$ cat src/rtl/riscv_mc_control_pkg.sv
// riscv_ctrl_pkg: shared constants and types for the multi-cycle control unit.
//   - RV32I opcode / funct3 / funct7 constants
//   - ALU operation enum, FSM state enum, instruction class enum
//   - pc_sel, wb_sel, op2sel, mem_val encodings and trap-cause codes
//   - small decode helpers used by the DECODE state
package riscv_ctrl_pkg;

    // Opcodes
    localparam logic [6:0] OP_LUI    = 7'b0110111;
    localparam logic [6:0] OP_AUIPC  = 7'b0010111;
    localparam logic [6:0] OP_JAL    = 7'b1101111;
    localparam logic [6:0] OP_JALR   = 7'b1100111;
    localparam logic [6:0] OP_BRANCH = 7'b1100011;
    localparam logic [6:0] OP_LOAD   = 7'b0000011;
    localparam logic [6:0] OP_STORE  = 7'b0100011;
    localparam logic [6:0] OP_IMM    = 7'b0010011;
    localparam logic [6:0] OP_REG    = 7'b0110011;

    // Branch funct3
    localparam logic [2:0] F3_BEQ  = 3'b000;
    localparam logic [2:0] F3_BNE  = 3'b001;
    localparam logic [2:0] F3_BLT  = 3'b100;
    localparam logic [2:0] F3_BGE  = 3'b101;
    localparam logic [2:0] F3_BLTU = 3'b110;
    localparam logic [2:0] F3_BGEU = 3'b111;

    // ALU funct3
    localparam logic [2:0] F3_ADD  = 3'b000;
    localparam logic [2:0] F3_SLL  = 3'b001;
    localparam logic [2:0] F3_SLT  = 3'b010;
    localparam logic [2:0] F3_SLTU = 3'b011;
    localparam logic [2:0] F3_XOR  = 3'b100;
    localparam logic [2:0] F3_SR   = 3'b101;
    localparam logic [2:0] F3_OR   = 3'b110;
    localparam logic [2:0] F3_AND  = 3'b111;

    // funct7
    localparam logic [6:0] F7_BASE = 7'b0000000;
    localparam logic [6:0] F7_ALT  = 7'b0100000;

    typedef enum logic [4:0] {
        ALU_ADD   = 5'd0,
        ALU_SUB   = 5'd1,
        ALU_SLL   = 5'd2,
        ALU_SLT   = 5'd3,
        ALU_SLTU  = 5'd4,
        ALU_XOR   = 5'd5,
        ALU_SRL   = 5'd6,
        ALU_SRA   = 5'd7,
        ALU_OR    = 5'd8,
        ALU_AND   = 5'd9,
        ALU_COPY2 = 5'd10   // pass operand 2 through (LUI)
    } alufun_t;

    typedef enum logic [2:0] {
        ST_IDLE, ST_FETCH, ST_DECODE, ST_EXEC, ST_MEM, ST_WB, ST_TRAP
    } state_t;

    typedef enum logic [2:0] {
        CL_ALU, CL_LOAD, CL_STORE, CL_BRANCH, CL_JAL, CL_JALR
    } iclass_t;

    localparam logic [2:0] PC_PLUS4  = 3'd0;
    localparam logic [2:0] PC_JALR   = 3'd1;
    localparam logic [2:0] PC_JAL    = 3'd2;
    localparam logic [2:0] PC_BRANCH = 3'd3;
    localparam logic [2:0] PC_TRAP   = 3'd4;

    localparam logic [1:0] WB_ALU = 2'd0;
    localparam logic [1:0] WB_MEM = 2'd1;
    localparam logic [1:0] WB_PC4 = 2'd2;

    localparam logic [1:0] OP2_RS2  = 2'd0;
    localparam logic [1:0] OP2_IIMM = 2'd1;
    localparam logic [1:0] OP2_SIMM = 2'd2;
    localparam logic [1:0] OP2_UIMM = 2'd3;

    localparam logic [1:0] MV_WORD = 2'd0;
    localparam logic [1:0] MV_HALF = 2'd1;
    localparam logic [1:0] MV_BYTE = 2'd2;

    localparam logic [1:0] CAUSE_NONE    = 2'd0;
    localparam logic [1:0] CAUSE_ILLEGAL = 2'd1;
    localparam logic [1:0] CAUSE_IMEM    = 2'd2;
    localparam logic [1:0] CAUSE_DMEM    = 2'd3;

    // funct7[5] selects SUB only for register-register ops; for shifts it
    // selects arithmetic right shift in both R and I forms.
    function automatic alufun_t alu_decode(input logic [2:0] f3,
                                           input logic f7b5,
                                           input logic is_reg);
        case (f3)
            F3_ADD:  alu_decode = (is_reg && f7b5) ? ALU_SUB : ALU_ADD;
            F3_SLL:  alu_decode = ALU_SLL;
            F3_SLT:  alu_decode = ALU_SLT;
            F3_SLTU: alu_decode = ALU_SLTU;
            F3_XOR:  alu_decode = ALU_XOR;
            F3_SR:   alu_decode = f7b5 ? ALU_SRA : ALU_SRL;
            F3_OR:   alu_decode = ALU_OR;
            default: alu_decode = ALU_AND;
        endcase
    endfunction

    // Access size from funct3[1:0]: 00 byte, 01 half, 10 word.
    function automatic logic [1:0] mem_val_of(input logic [1:0] f3lo);
        case (f3lo)
            2'b00:   mem_val_of = MV_BYTE;
            2'b01:   mem_val_of = MV_HALF;
            default: mem_val_of = MV_WORD;
        endcase
    endfunction

endpackage

$ cat src/rtl/riscv_mc_control_if.sv
// riscv_mc_control_if: instruction and data memory handshake bundle.
//   inst      instruction word, valid while imem_ack=1
//   imem_req  fetch request (control -> memory), held until imem_ack
//   imem_ack  fetch acknowledge (memory -> control)
//   dmem_req  data request, held until dmem_ack
//   dmem_ack  data acknowledge
//   mem_rw    1 = store, 0 = load
//   mem_val   access size: 0 word, 1 half, 2 byte
// Handshake: a request rises and stays high until the cycle in which the
// matching ack is seen high; the transfer completes in that cycle. An ack
// while the request is low is ignored.
interface riscv_mc_control_if;
    logic [31:0] inst;
    logic        imem_req;
    logic        imem_ack;
    logic        dmem_req;
    logic        dmem_ack;
    logic        mem_rw;
    logic [1:0]  mem_val;

    modport master (
        input  inst, imem_ack, dmem_ack,
        output imem_req, dmem_req, mem_rw, mem_val
    );

    modport slave (
        output inst, imem_ack, dmem_ack,
        input  imem_req, dmem_req, mem_rw, mem_val
    );
endinterface

$ cat src/rtl/riscv_mc_control_branch_cmp.sv
// riscv_branch_cmp: branch condition evaluation.
//   rs1, rs2  XLEN operands
//   funct3    branch type from the instruction
//   taken     1 when the branch condition holds
// With BRANCH_FULL=0 only BEQ/BNE can be taken; the ordered compares are
// rejected as illegal earlier, in decode.
module riscv_branch_cmp
    import riscv_ctrl_pkg::*;
#(
    parameter int XLEN        = 32,
    parameter int BRANCH_FULL = 1
) (
    input  logic [XLEN-1:0] rs1,
    input  logic [XLEN-1:0] rs2,
    input  logic [2:0]      funct3,
    output logic            taken
);
    localparam bit FULL = (BRANCH_FULL != 0);

    always_comb begin
        taken = 1'b0;
        case (funct3)
            F3_BEQ:  taken = (rs1 == rs2);
            F3_BNE:  taken = (rs1 != rs2);
            F3_BLT:  taken = FULL && ($signed(rs1) <  $signed(rs2));
            F3_BGE:  taken = FULL && ($signed(rs1) >= $signed(rs2));
            F3_BLTU: taken = FULL && (rs1 <  rs2);
            F3_BGEU: taken = FULL && (rs1 >= rs2);
            default: taken = 1'b0;
        endcase
    end
endmodule

$ cat src/rtl/riscv_mc_control.sv
// riscv_mc_control: multi-cycle RV32I control FSM.
//   clk, rst_n   clock, asynchronous active-low reset
//   bus          memory handshake bundle (master side)
//   rs1, rs2     register-file read data for branch compare
//   ir_we        instruction-register load strobe (FETCH ack cycle)
//   pc_we/pc_sel PC update strobe and source select
//   alufun, op1sel, op2sel, wb_sel   registered datapath control
//   rf_wen       register write strobe (WB, rd != 0)
//   retire       one pulse per completed instruction
//   trap         one pulse on trap entry; trap_cause held until next trap
//   dbg_state    current FSM state
// Sequence: IDLE -> FETCH -> DECODE -> EXEC -> [MEM] -> [WB] -> FETCH.
// Datapath selects are registers loaded at the end of DECODE; strobes and
// requests are decoded from the state register (plus the ack where a
// transfer completes), so each strobe is high for exactly one cycle and
// every output drops immediately when rst_n asserts.
module riscv_mc_control
    import riscv_ctrl_pkg::*;
#(
    parameter int XLEN        = 32,
    parameter int MEM_TIMEOUT = 0,
    parameter int BRANCH_FULL = 1
) (
    input  logic                clk,
    input  logic                rst_n,
    riscv_mc_control_if.master  bus,
    input  logic [XLEN-1:0]     rs1,
    input  logic [XLEN-1:0]     rs2,
    output logic                ir_we,
    output logic                pc_we,
    output logic [2:0]          pc_sel,
    output alufun_t             alufun,
    output logic                op1sel,
    output logic [1:0]          op2sel,
    output logic [1:0]          wb_sel,
    output logic                rf_wen,
    output logic                retire,
    output logic                trap,
    output logic [1:0]          trap_cause,
    output state_t              dbg_state
);
    state_t      state;
    iclass_t     cls;
    logic [31:0] ir;
    logic [4:0]  rd;
    logic        mem_rw_q;
    logic [1:0]  mem_val_q;
    logic [31:0] wait_cnt;
    logic        taken;
    logic        timeout_hit;

    // Register-source fields are consumed by the datapath, not here.
    wire unused_ir = ^ir[24:15];

    wire [6:0] opc = ir[6:0];
    wire [2:0] f3  = ir[14:12];
    wire [6:0] f7  = ir[31:25];

    // Last allowed waiting cycle: an ack in this cycle still completes.
    assign timeout_hit = (MEM_TIMEOUT != 0) && (wait_cnt == 32'(MEM_TIMEOUT - 1));

    riscv_branch_cmp #(.XLEN(XLEN), .BRANCH_FULL(BRANCH_FULL)) u_cmp (
        .rs1    (rs1),
        .rs2    (rs2),
        .funct3 (f3),
        .taken  (taken)
    );

    // Combinational decode of the latched instruction, captured in DECODE.
    logic       d_legal;
    iclass_t    d_cls;
    alufun_t    d_alu;
    logic       d_op1;
    logic [1:0] d_op2;
    logic [1:0] d_wb;
    logic [1:0] d_mval;
    logic       d_rw;

    always_comb begin
        d_legal = 1'b1;
        d_cls   = CL_ALU;
        d_alu   = ALU_ADD;
        d_op1   = 1'b0;
        d_op2   = OP2_RS2;
        d_wb    = WB_ALU;
        d_mval  = MV_WORD;
        d_rw    = 1'b0;
        case (opc)
            OP_REG: begin
                d_alu = alu_decode(f3, f7[5], 1'b1);
                if (!(f7 == F7_BASE || (f7 == F7_ALT && (f3 == F3_ADD || f3 == F3_SR))))
                    d_legal = 1'b0;
            end
            OP_IMM: begin
                d_op2 = OP2_IIMM;
                d_alu = alu_decode(f3, f7[5], 1'b0);
                if (f3 == F3_SLL && f7 != F7_BASE)
                    d_legal = 1'b0;
                if (f3 == F3_SR && f7 != F7_BASE && f7 != F7_ALT)
                    d_legal = 1'b0;
            end
            OP_LUI: begin
                d_op2 = OP2_UIMM;
                d_alu = ALU_COPY2;
            end
            OP_AUIPC: begin
                d_op1 = 1'b1;
                d_op2 = OP2_UIMM;
            end
            OP_JAL: begin
                d_cls = CL_JAL;
                d_op1 = 1'b1;
                d_wb  = WB_PC4;
            end
            OP_JALR: begin
                d_cls = CL_JALR;
                d_op2 = OP2_IIMM;
                d_wb  = WB_PC4;
                if (f3 != 3'b000)
                    d_legal = 1'b0;
            end
            OP_LOAD: begin
                d_cls  = CL_LOAD;
                d_op2  = OP2_IIMM;
                d_wb   = WB_MEM;
                d_mval = mem_val_of(f3[1:0]);
                if (f3 == 3'b011 || f3 == 3'b110 || f3 == 3'b111)
                    d_legal = 1'b0;
            end
            OP_STORE: begin
                d_cls  = CL_STORE;
                d_op2  = OP2_SIMM;
                d_rw   = 1'b1;
                d_mval = mem_val_of(f3[1:0]);
                if (f3[2] || f3 == 3'b011)
                    d_legal = 1'b0;
            end
            OP_BRANCH: begin
                d_cls = CL_BRANCH;
                d_alu = ALU_SUB;
                if (f3[2:1] == 2'b01 || (f3[2] && BRANCH_FULL == 0))
                    d_legal = 1'b0;
            end
            default: d_legal = 1'b0;
        endcase
    end

    always_ff @(posedge clk or negedge rst_n) begin
        if (!rst_n) begin
            state      <= ST_IDLE;
            cls        <= CL_ALU;
            ir         <= '0;
            rd         <= '0;
            alufun     <= ALU_ADD;
            op1sel     <= 1'b0;
            op2sel     <= '0;
            wb_sel     <= '0;
            mem_rw_q   <= 1'b0;
            mem_val_q  <= '0;
            trap_cause <= CAUSE_NONE;
            wait_cnt   <= '0;
        end else begin
            wait_cnt <= '0;
            case (state)
                ST_IDLE: state <= ST_FETCH;
                ST_FETCH: begin
                    if (bus.imem_ack) begin
                        ir    <= bus.inst;
                        state <= ST_DECODE;
                    end else if (timeout_hit) begin
                        trap_cause <= CAUSE_IMEM;
                        state      <= ST_TRAP;
                    end else begin
                        wait_cnt <= wait_cnt + 32'd1;
                    end
                end
                ST_DECODE: begin
                    if (!d_legal) begin
                        trap_cause <= CAUSE_ILLEGAL;
                        state      <= ST_TRAP;
                    end else begin
                        cls       <= d_cls;
                        rd        <= ir[11:7];
                        alufun    <= d_alu;
                        op1sel    <= d_op1;
                        op2sel    <= d_op2;
                        wb_sel    <= d_wb;
                        mem_rw_q  <= d_rw;
                        mem_val_q <= d_mval;
                        state     <= ST_EXEC;
                    end
                end
                ST_EXEC: begin
                    case (cls)
                        CL_LOAD, CL_STORE: state <= ST_MEM;
                        CL_BRANCH:         state <= ST_FETCH;
                        default:           state <= ST_WB;
                    endcase
                end
                ST_MEM: begin
                    if (bus.dmem_ack) begin
                        state <= (cls == CL_STORE) ? ST_FETCH : ST_WB;
                    end else if (timeout_hit) begin
                        trap_cause <= CAUSE_DMEM;
                        state      <= ST_TRAP;
                    end else begin
                        wait_cnt <= wait_cnt + 32'd1;
                    end
                end
                ST_WB:   state <= ST_FETCH;
                ST_TRAP: state <= ST_FETCH;
                default: state <= ST_IDLE;
            endcase
        end
    end

    always_comb begin
        pc_we  = 1'b0;
        pc_sel = PC_PLUS4;
        retire = 1'b0;
        rf_wen = 1'b0;
        trap   = 1'b0;
        case (state)
            ST_EXEC: begin
                if (cls == CL_BRANCH) begin
                    pc_we  = 1'b1;
                    retire = 1'b1;
                    pc_sel = taken ? PC_BRANCH : PC_PLUS4;
                end
            end
            ST_MEM: begin
                if (bus.dmem_ack && cls == CL_STORE) begin
                    pc_we  = 1'b1;
                    retire = 1'b1;
                end
            end
            ST_WB: begin
                pc_we  = 1'b1;
                retire = 1'b1;
                rf_wen = (rd != 5'd0);
                if (cls == CL_JAL)
                    pc_sel = PC_JAL;
                else if (cls == CL_JALR)
                    pc_sel = PC_JALR;
            end
            ST_TRAP: begin
                pc_we  = 1'b1;
                pc_sel = PC_TRAP;
                trap   = 1'b1;
            end
            default: ;
        endcase
    end

    assign ir_we        = (state == ST_FETCH) && bus.imem_ack;
    assign bus.imem_req = (state == ST_FETCH);
    assign bus.dmem_req = (state == ST_MEM);
    assign bus.mem_rw   = mem_rw_q;
    assign bus.mem_val  = mem_val_q;
    assign dbg_state    = state;

endmodule

$ cat src/flat_wrapper.sv
// flat-port wrapper written by rule: the top's interface ports become plain ports
module riscv_mc_control_flat import riscv_ctrl_pkg::*;
#(
    parameter int XLEN        = 32,
    parameter int MEM_TIMEOUT = 0,
    parameter int BRANCH_FULL = 1
)
  (clk, rst_n, rs1, rs2, ir_we, pc_we, pc_sel, alufun, op1sel, op2sel, wb_sel, rf_wen, retire, trap, trap_cause, dbg_state, bus_inst, bus_imem_ack, bus_dmem_ack, bus_imem_req, bus_dmem_req, bus_mem_rw, bus_mem_val);
  riscv_mc_control_if bus_i ();
  input  logic clk;
  input  logic rst_n;
  input  logic [XLEN-1:0] rs1;
  input  logic [XLEN-1:0] rs2;
  output logic ir_we;
  output logic pc_we;
  output logic [2:0] pc_sel;
  output alufun_t alufun;
  output logic op1sel;
  output logic [1:0] op2sel;
  output logic [1:0] wb_sel;
  output logic rf_wen;
  output logic retire;
  output logic trap;
  output logic [1:0] trap_cause;
  output state_t dbg_state;
  input wire logic [$bits(bus_i.inst)-1:0] bus_inst;
  input wire logic [$bits(bus_i.imem_ack)-1:0] bus_imem_ack;
  input wire logic [$bits(bus_i.dmem_ack)-1:0] bus_dmem_ack;
  output wire logic [$bits(bus_i.imem_req)-1:0] bus_imem_req;
  output wire logic [$bits(bus_i.dmem_req)-1:0] bus_dmem_req;
  output wire logic [$bits(bus_i.mem_rw)-1:0] bus_mem_rw;
  output wire logic [$bits(bus_i.mem_val)-1:0] bus_mem_val;
  assign bus_i.inst = bus_inst;
  assign bus_i.imem_ack = bus_imem_ack;
  assign bus_i.dmem_ack = bus_dmem_ack;
  assign bus_imem_req = bus_i.imem_req;
  assign bus_dmem_req = bus_i.dmem_req;
  assign bus_mem_rw = bus_i.mem_rw;
  assign bus_mem_val = bus_i.mem_val;
  riscv_mc_control #(.XLEN(XLEN), .MEM_TIMEOUT(MEM_TIMEOUT), .BRANCH_FULL(BRANCH_FULL)) u_core (.clk(clk), .rst_n(rst_n), .bus(bus_i), .rs1(rs1), .rs2(rs2), .ir_we(ir_we), .pc_we(pc_we), .pc_sel(pc_sel), .alufun(alufun), .op1sel(op1sel), .op2sel(op2sel), .wb_sel(wb_sel), .rf_wen(rf_wen), .retire(retire), .trap(trap), .trap_cause(trap_cause), .dbg_state(dbg_state));
endmodule
$ cat config.mk
export PLATFORM = sky130hd
export DESIGN_NAME = riscv_mc_control_flat
export DESIGN_NICKNAME = d
export VERILOG_FILES = /design/src/rtl/riscv_mc_control_pkg.sv /design/src/rtl/riscv_mc_control_if.sv /design/src/rtl/riscv_mc_control_branch_cmp.sv /design/src/rtl/riscv_mc_control.sv /design/src/flat_wrapper.sv
export SDC_FILE = /design/constraint.sdc
export NUM_CORES = 1
export LEC_CHECK = 0
export BUFFER_PORTS_ARGS = -buffer_cell sky130_fd_sc_hd__buf_4
export CORE_ASPECT_RATIO = 0.8
export CORE_MARGIN = 2
export CORE_UTILIZATION = 35
export CTS_CLUSTER_DIAMETER = 60
export CTS_CLUSTER_SIZE = 20
export DETAILED_ROUTE_END_ITERATION = 8
export GPL_TIMING_DRIVEN = 0
export HOLD_SLACK_MARGIN = 0.03
export SLEW_MARGIN = 20
export SYNTH_ARGS = -nofsm -noshare
export SYNTH_HDL_FRONTEND = slang
export SYNTH_SLANG_ARGS = --single-unit
$ cat constraint.sdc
create_clock -name clk -period 6.3 [get_ports clk]
set_clock_uncertainty 0.1 [all_clocks]
set_input_delay 1.26 -clock clk [delete_from_list [all_inputs] [get_ports clk]]
set_output_delay 1.26 -clock clk [all_outputs]
set_load 0.02 [all_outputs]
==> metrics.txt <==
# TYPE chip_impl_metric gauge
chip_impl_metric{name="yosysWarnings",unit=""} 0
chip_impl_metric{name="wire_length_of_the_first_global_routing_pass",unit="µm"} 13400
chip_impl_metric{name="simple_logic_cell_fraction_of_the_synthesized_area",unit=""} 0.178
chip_impl_metric{name="xor_xnor_cell_area_share_of_the_yosys_netlist",unit=""} 0.00257
chip_impl_info{name="cts.root.buffer_cell",value="sky130_fd_sc_hd__clkbuf_16"} 1
chip_impl_metric{name="final.period_utilization",unit=""} 0.767
chip_impl_metric{name="critPathMaxFanout",unit=""} 6
chip_impl_metric{name="cts_repair_resize_count",unit=""} 0
chip_impl_info{name="critical_path.top_delay_family",value="compound AO/OA/AOI/OAI gates"} 1
chip_impl_metric{name="post_drt_via_cell_ratio",unit=""} 5.00
chip_impl_metric{name="synth-seq-cells",unit=""} 46
chip_impl_metric{name="ys_seq_area_frac",unit=""} 0.337
chip_impl_info{name="mostFrequentLayoutCell",value="sky130_fd_sc_hd__buf_4"} 1
chip_impl_metric{name="final_core_utilization",unit=""} 0.480
chip_impl_metric{name="antenna_diode_count",unit=""} 0
chip_impl_info{name="synth_top_flop_cell",value="sky130_fd_sc_hd__dfrtp_1"} 1
chip_impl_info{name="worstSetupStartpointType",value="input pin"} 1
chip_impl_metric{name="fillCellCount",unit=""} 924
chip_impl_metric{name="synth_compound_gate_area_share",unit=""} 0.139
chip_impl_metric{name="hold_buffer_count_at_cts",unit=""} 0
chip_impl_info{name="timing.critical_path.cells",value="buf_4 > ha_1 > nand4_2 > nor4_4 > inv_1 > a31oi_1 > o2111ai_1 > a211oi_1 > buf_4"} 1
chip_impl_metric{name="synth_enable_flop_cells",unit=""} 0
chip_impl_metric{name="die_x",unit="µm"} 114
chip_impl_metric{name="synth-async-reset-ratio",unit=""} 1.00
chip_impl_metric{name="worst_ep_arrival_time",unit="ps"} 3480
chip_impl_metric{name="cts_setup_buffers",unit=""} 0
chip_impl_metric{name="cap_violations",unit=""} 0
chip_impl_metric{name="area_used_by_multi_input_combinational_logic",unit="mm²"} 0.00201
chip_impl_metric{name="drc",unit=""} 0
chip_impl_metric{name="cts_buffers",unit=""} 5
chip_impl_metric{name="yosysTopAreaCellShare",unit=""} 0.337
chip_impl_metric{name="post-layout-total-power",unit="mW"} 1.35
chip_impl_metric{name="avgRoutedWirePerCell",unit="µm"} 13.6
chip_impl_metric{name="finalSetupTns",unit="ps"} 0
chip_impl_metric{name="dr.pass1.iters",unit=""} 4
chip_impl_metric{name="max_freq",unit="MHz"} 207
chip_impl_metric{name="worst-slew-pin-transition",unit="ps"} 576
chip_impl_metric{name="worst-path-buf-inv",unit=""} 3
chip_impl_info{name="rsz0062_at_grt",value="false"} 1
chip_impl_metric{name="final_hpwl_dp",unit="µm"} 6570
chip_impl_metric{name="core_area",unit="mm²"} 0.00957
chip_impl_metric{name="power.internal",unit="µW"} 852
chip_impl_metric{name="source_to_sink_clock_delay_at_the_later_pin_of_the_worst_skew_pair",unit="ps"} 280
chip_impl_metric{name="synth.cell_area",unit="mm²"} 0.00341
chip_impl_metric{name="num_vias",unit=""} 2985
chip_impl_metric{name="port-buffer-count",unit=""} 115
chip_impl_metric{name="register_area",unit="mm²"} 0.00115
chip_impl_metric{name="final_nets",unit=""} 609
chip_impl_metric{name="drt.antenna.violating_nets",unit=""} 0
chip_impl_metric{name="combPwrFrac",unit=""} 0.451
chip_impl_metric{name="track_usage",unit=""} 0.154
chip_impl_metric{name="p_switching",unit="µW"} 499
chip_impl_metric{name="placement_rows",unit=""} 32
chip_impl_metric{name="grt_start_max_net_pins",unit=""} 47
chip_impl_info{name="crit_path_most_repeated_cell",value="sky130_fd_sc_hd__buf_4"} 1
chip_impl_metric{name="yosys-mux-area-fraction",unit=""} 0.150
chip_impl_info{name="cts_tree",value="done"} 1
chip_impl_info{name="worst_r2r_startpoint",value="u_core.ir[3]"} 1
chip_impl_info{name="crit_path_top_delay_cell",value="sky130_fd_sc_hd__nor4_4"} 1
chip_impl_metric{name="syn_avg_cell_area",unit="µm²"} 9.65
chip_impl_metric{name="clk_pin_slew_worst_paths",unit="ps"} 60
chip_impl_info{name="setup.worst_path.start",value="rs1[31]"} 1
chip_impl_metric{name="cts.htree.levels",unit=""} 2
chip_impl_metric{name="initialDrtViolationCount",unit=""} 130
chip_impl_metric{name="timing.max_slew.rel_slack",unit=""} 0.616
chip_impl_metric{name="synth.lib_cells_used.distinct",unit=""} 60
chip_impl_metric{name="worst_ir_drop_vdd",unit="mV"} 0.240
chip_impl_metric{name="slowest_delay",unit="ps"} 460
chip_impl_metric{name="io_pins",unit=""} 128
chip_impl_metric{name="number_of_antenna_violations_at_the_first_check_in_global_routing",unit=""} 0
chip_impl_metric{name="globalRouteOverflowTotal",unit=""} 0
chip_impl_info{name="hp-class",value="flop to flop"} 1
chip_impl_info{name="yosys_top_cell_by_area",value="sky130_fd_sc_hd__dfrtp_1"} 1
chip_impl_info{name="most-common-layout-cells",value="118 x sky130_fd_sc_hd__buf_4, 46 x sky130_fd_sc_hd__dfrtp_1, 43 x sky130_fd_sc_hd__inv_1"} 1
chip_impl_metric{name="initial_standard_cell_utilization_of_the_core",unit=""} 0.357
chip_impl_metric{name="detail_route.wirelength",unit="µm"} 8130
chip_impl_info{name="timing_worst_setup_path_type",value="input pin to output pin"} 1
chip_impl_metric{name="total_leakage_power",unit="nW"} 2.27
chip_impl_metric{name="power.share.switching",unit=""} 0.369
chip_impl_metric{name="finalHoldViolCount",unit=""} 0
chip_impl_metric{name="number_of_global_route_vias_before_repair",unit=""} 2853
chip_impl_info{name="outcome",value="complete, no violations"} 1
chip_impl_metric{name="clock_power_share",unit=""} 0.204
chip_impl_metric{name="required_time_of_the_critical_path",unit="ps"} 4940
chip_impl_info{name="synth_area_leaders",value="sky130_fd_sc_hd__dfrtp_1 34%, sky130_fd_sc_hd__ha_1 12%, sky130_fd_sc_hd__mux2_4 7.5%"} 1
chip_impl_metric{name="synth_adder_area_share",unit=""} 0.117
chip_impl_metric{name="fp.dieArea",unit="mm²"} 0.0106
chip_impl_metric{name="timing.final.setup_violations",unit=""} 0
chip_impl_info{name="min_from",value="u_core.trap_cause[0]"} 1
chip_impl_metric{name="chipHeight",unit="µm"} 92.3
chip_impl_info{name="largest_family_of_logic_cells_by_synthesized_area",value="simple AND/OR/NAND/NOR gates"} 1
chip_impl_metric{name="pwr_density_cell",unit="mW/mm²"} 294
chip_impl_metric{name="cts_sinks",unit=""} 46
chip_impl_metric{name="min_period",unit="ps"} 4840
chip_impl_metric{name="report.final.slew_viol_count",unit=""} 0
chip_impl_metric{name="post_route_cells_drive_above_1_share",unit=""} 0.389
chip_impl_metric{name="hold_ws",unit="ps"} 379
chip_impl_metric{name="post_synth_inst_count",unit=""} 354
chip_impl_metric{name="routabilityCongestion",unit=""} 0.815
chip_impl_metric{name="power.share.sequential",unit=""} 0.346
chip_impl_metric{name="buffer_depth_of_the_longest_clock_path",unit=""} 2
chip_impl_metric{name="area_delta_synth_final",unit="%"} 34.5
chip_impl_info{name="worstSetupEndpointType",value="output pin"} 1
-- metrics by stage --
| stage | setup WS, ps | area (µm²) | std cells |
|---|---|---|---|
| 3_5_place_dp | 1450 | 4430 | 589 |
| 2_1_floorplan | 1680 | 3420 | 355 |
| 3_3_place_gp | 1540 | 4430 | 589 |
| 6_report | 1460 | 4590 | 597 |
| 5_1_grt | 1210 | 4590 | 597 |
| 4_1_cts | 1440 | 4590 | 597 |
-- state kept, by name (all words and copies together), names as in the netlist, 2 cells and up --
signal / cells
u_core.wb_sel: 2
u_core.cls: 3
u_core.bus.mem_val: 2
u_core.ir: 22
u_core.alufun: 4
u_core.rd: 5
u_core.op2sel: 2
u_core.dbg_state: 3
-- power groups by stage --
| stage | sequential (mW) | clock (mW) | combinational, mW |
|---|---|---|---|
| finish | 0.467 | 0.275 | 0.609 |
| global placement | 0.469 | 0 | 0.599 |
| detailed placement | 0.472 | 0 | 0.609 |
| global route | 0.481 | 0.299 | 0.673 |
| floorplan | 0.465 | 0 | 0.422 |
| CTS | 0.467 | 0.285 | 0.611 |
-- cell families (layout without fill, tap and decap cells) --
logic type                 after synthesis  count (layout)
and+or+nand+nor                        104             104
AOI/OAI and AO/OA                       71              71
buffers and inverters                   59             182
DFF                                     46              46
muxes                                   40              40
adders and majority gates               32              32
other                                    1               2
xor gates and xnor gates                 1               1
-- cell type report --
| class | count | share of cell area |
|---|---|---|
| multi-input cells | 250 | 0.438 |
| flip-flops and latches | 46 | 0.251 |
| repair buffers | 115 | 0.188 |
| inverters | 43 | 0.0351 |
| clock buffers | 7 | 0.0332 |
| well taps | 119 | 0.0324 |
| plain buffers | 16 | 0.0204 |
| clock inverters | 1 | 0.00191 |
-- worst paths after layout --
path	to	slack, ps	cells after the start
min in group asynchronous	u_core.ir[8]	880	1
setup reg to reg	u_core.alufun[0]	3810	7
hold reg to reg	u_core.trap_cause[0]	380	1
setup / recovery	pc_sel[1]	1460	9
hold / removal	u_core.trap_cause[0]	380	1
max in group asynchronous	u_core.ir[12]	4830	1
-- synth_stat cells (all sizes together) (2+ instances only) --
cell type,count
o21a,2
nand4,9
buf,11
nand3b,8
or2,2
ha,32
inv,43
nor3,12
a211oi,3
nor2,17
a21oi,20
nand2b,7
or3,4
clkbuf,5
nand2,22
o21bai,2
dfrtp,46
nor4,7
a21o,3
nor2b,2
nand3,8
nor3b,2
mux2i,2
o211ai,3
o21ai,16
a31oi,5
a221oi,2
mux2,38
-- per-layer routing --
layer,track usage,up-vias,wire (µm)
met1,0.225,1367,4040
met5,0,-,0
met3,0.0262,10,449
met4,0.0346,0,87
met2,0.239,87,3550
li1,-,1521,-
Note: power is estimated with default switching activity, not from simulation.
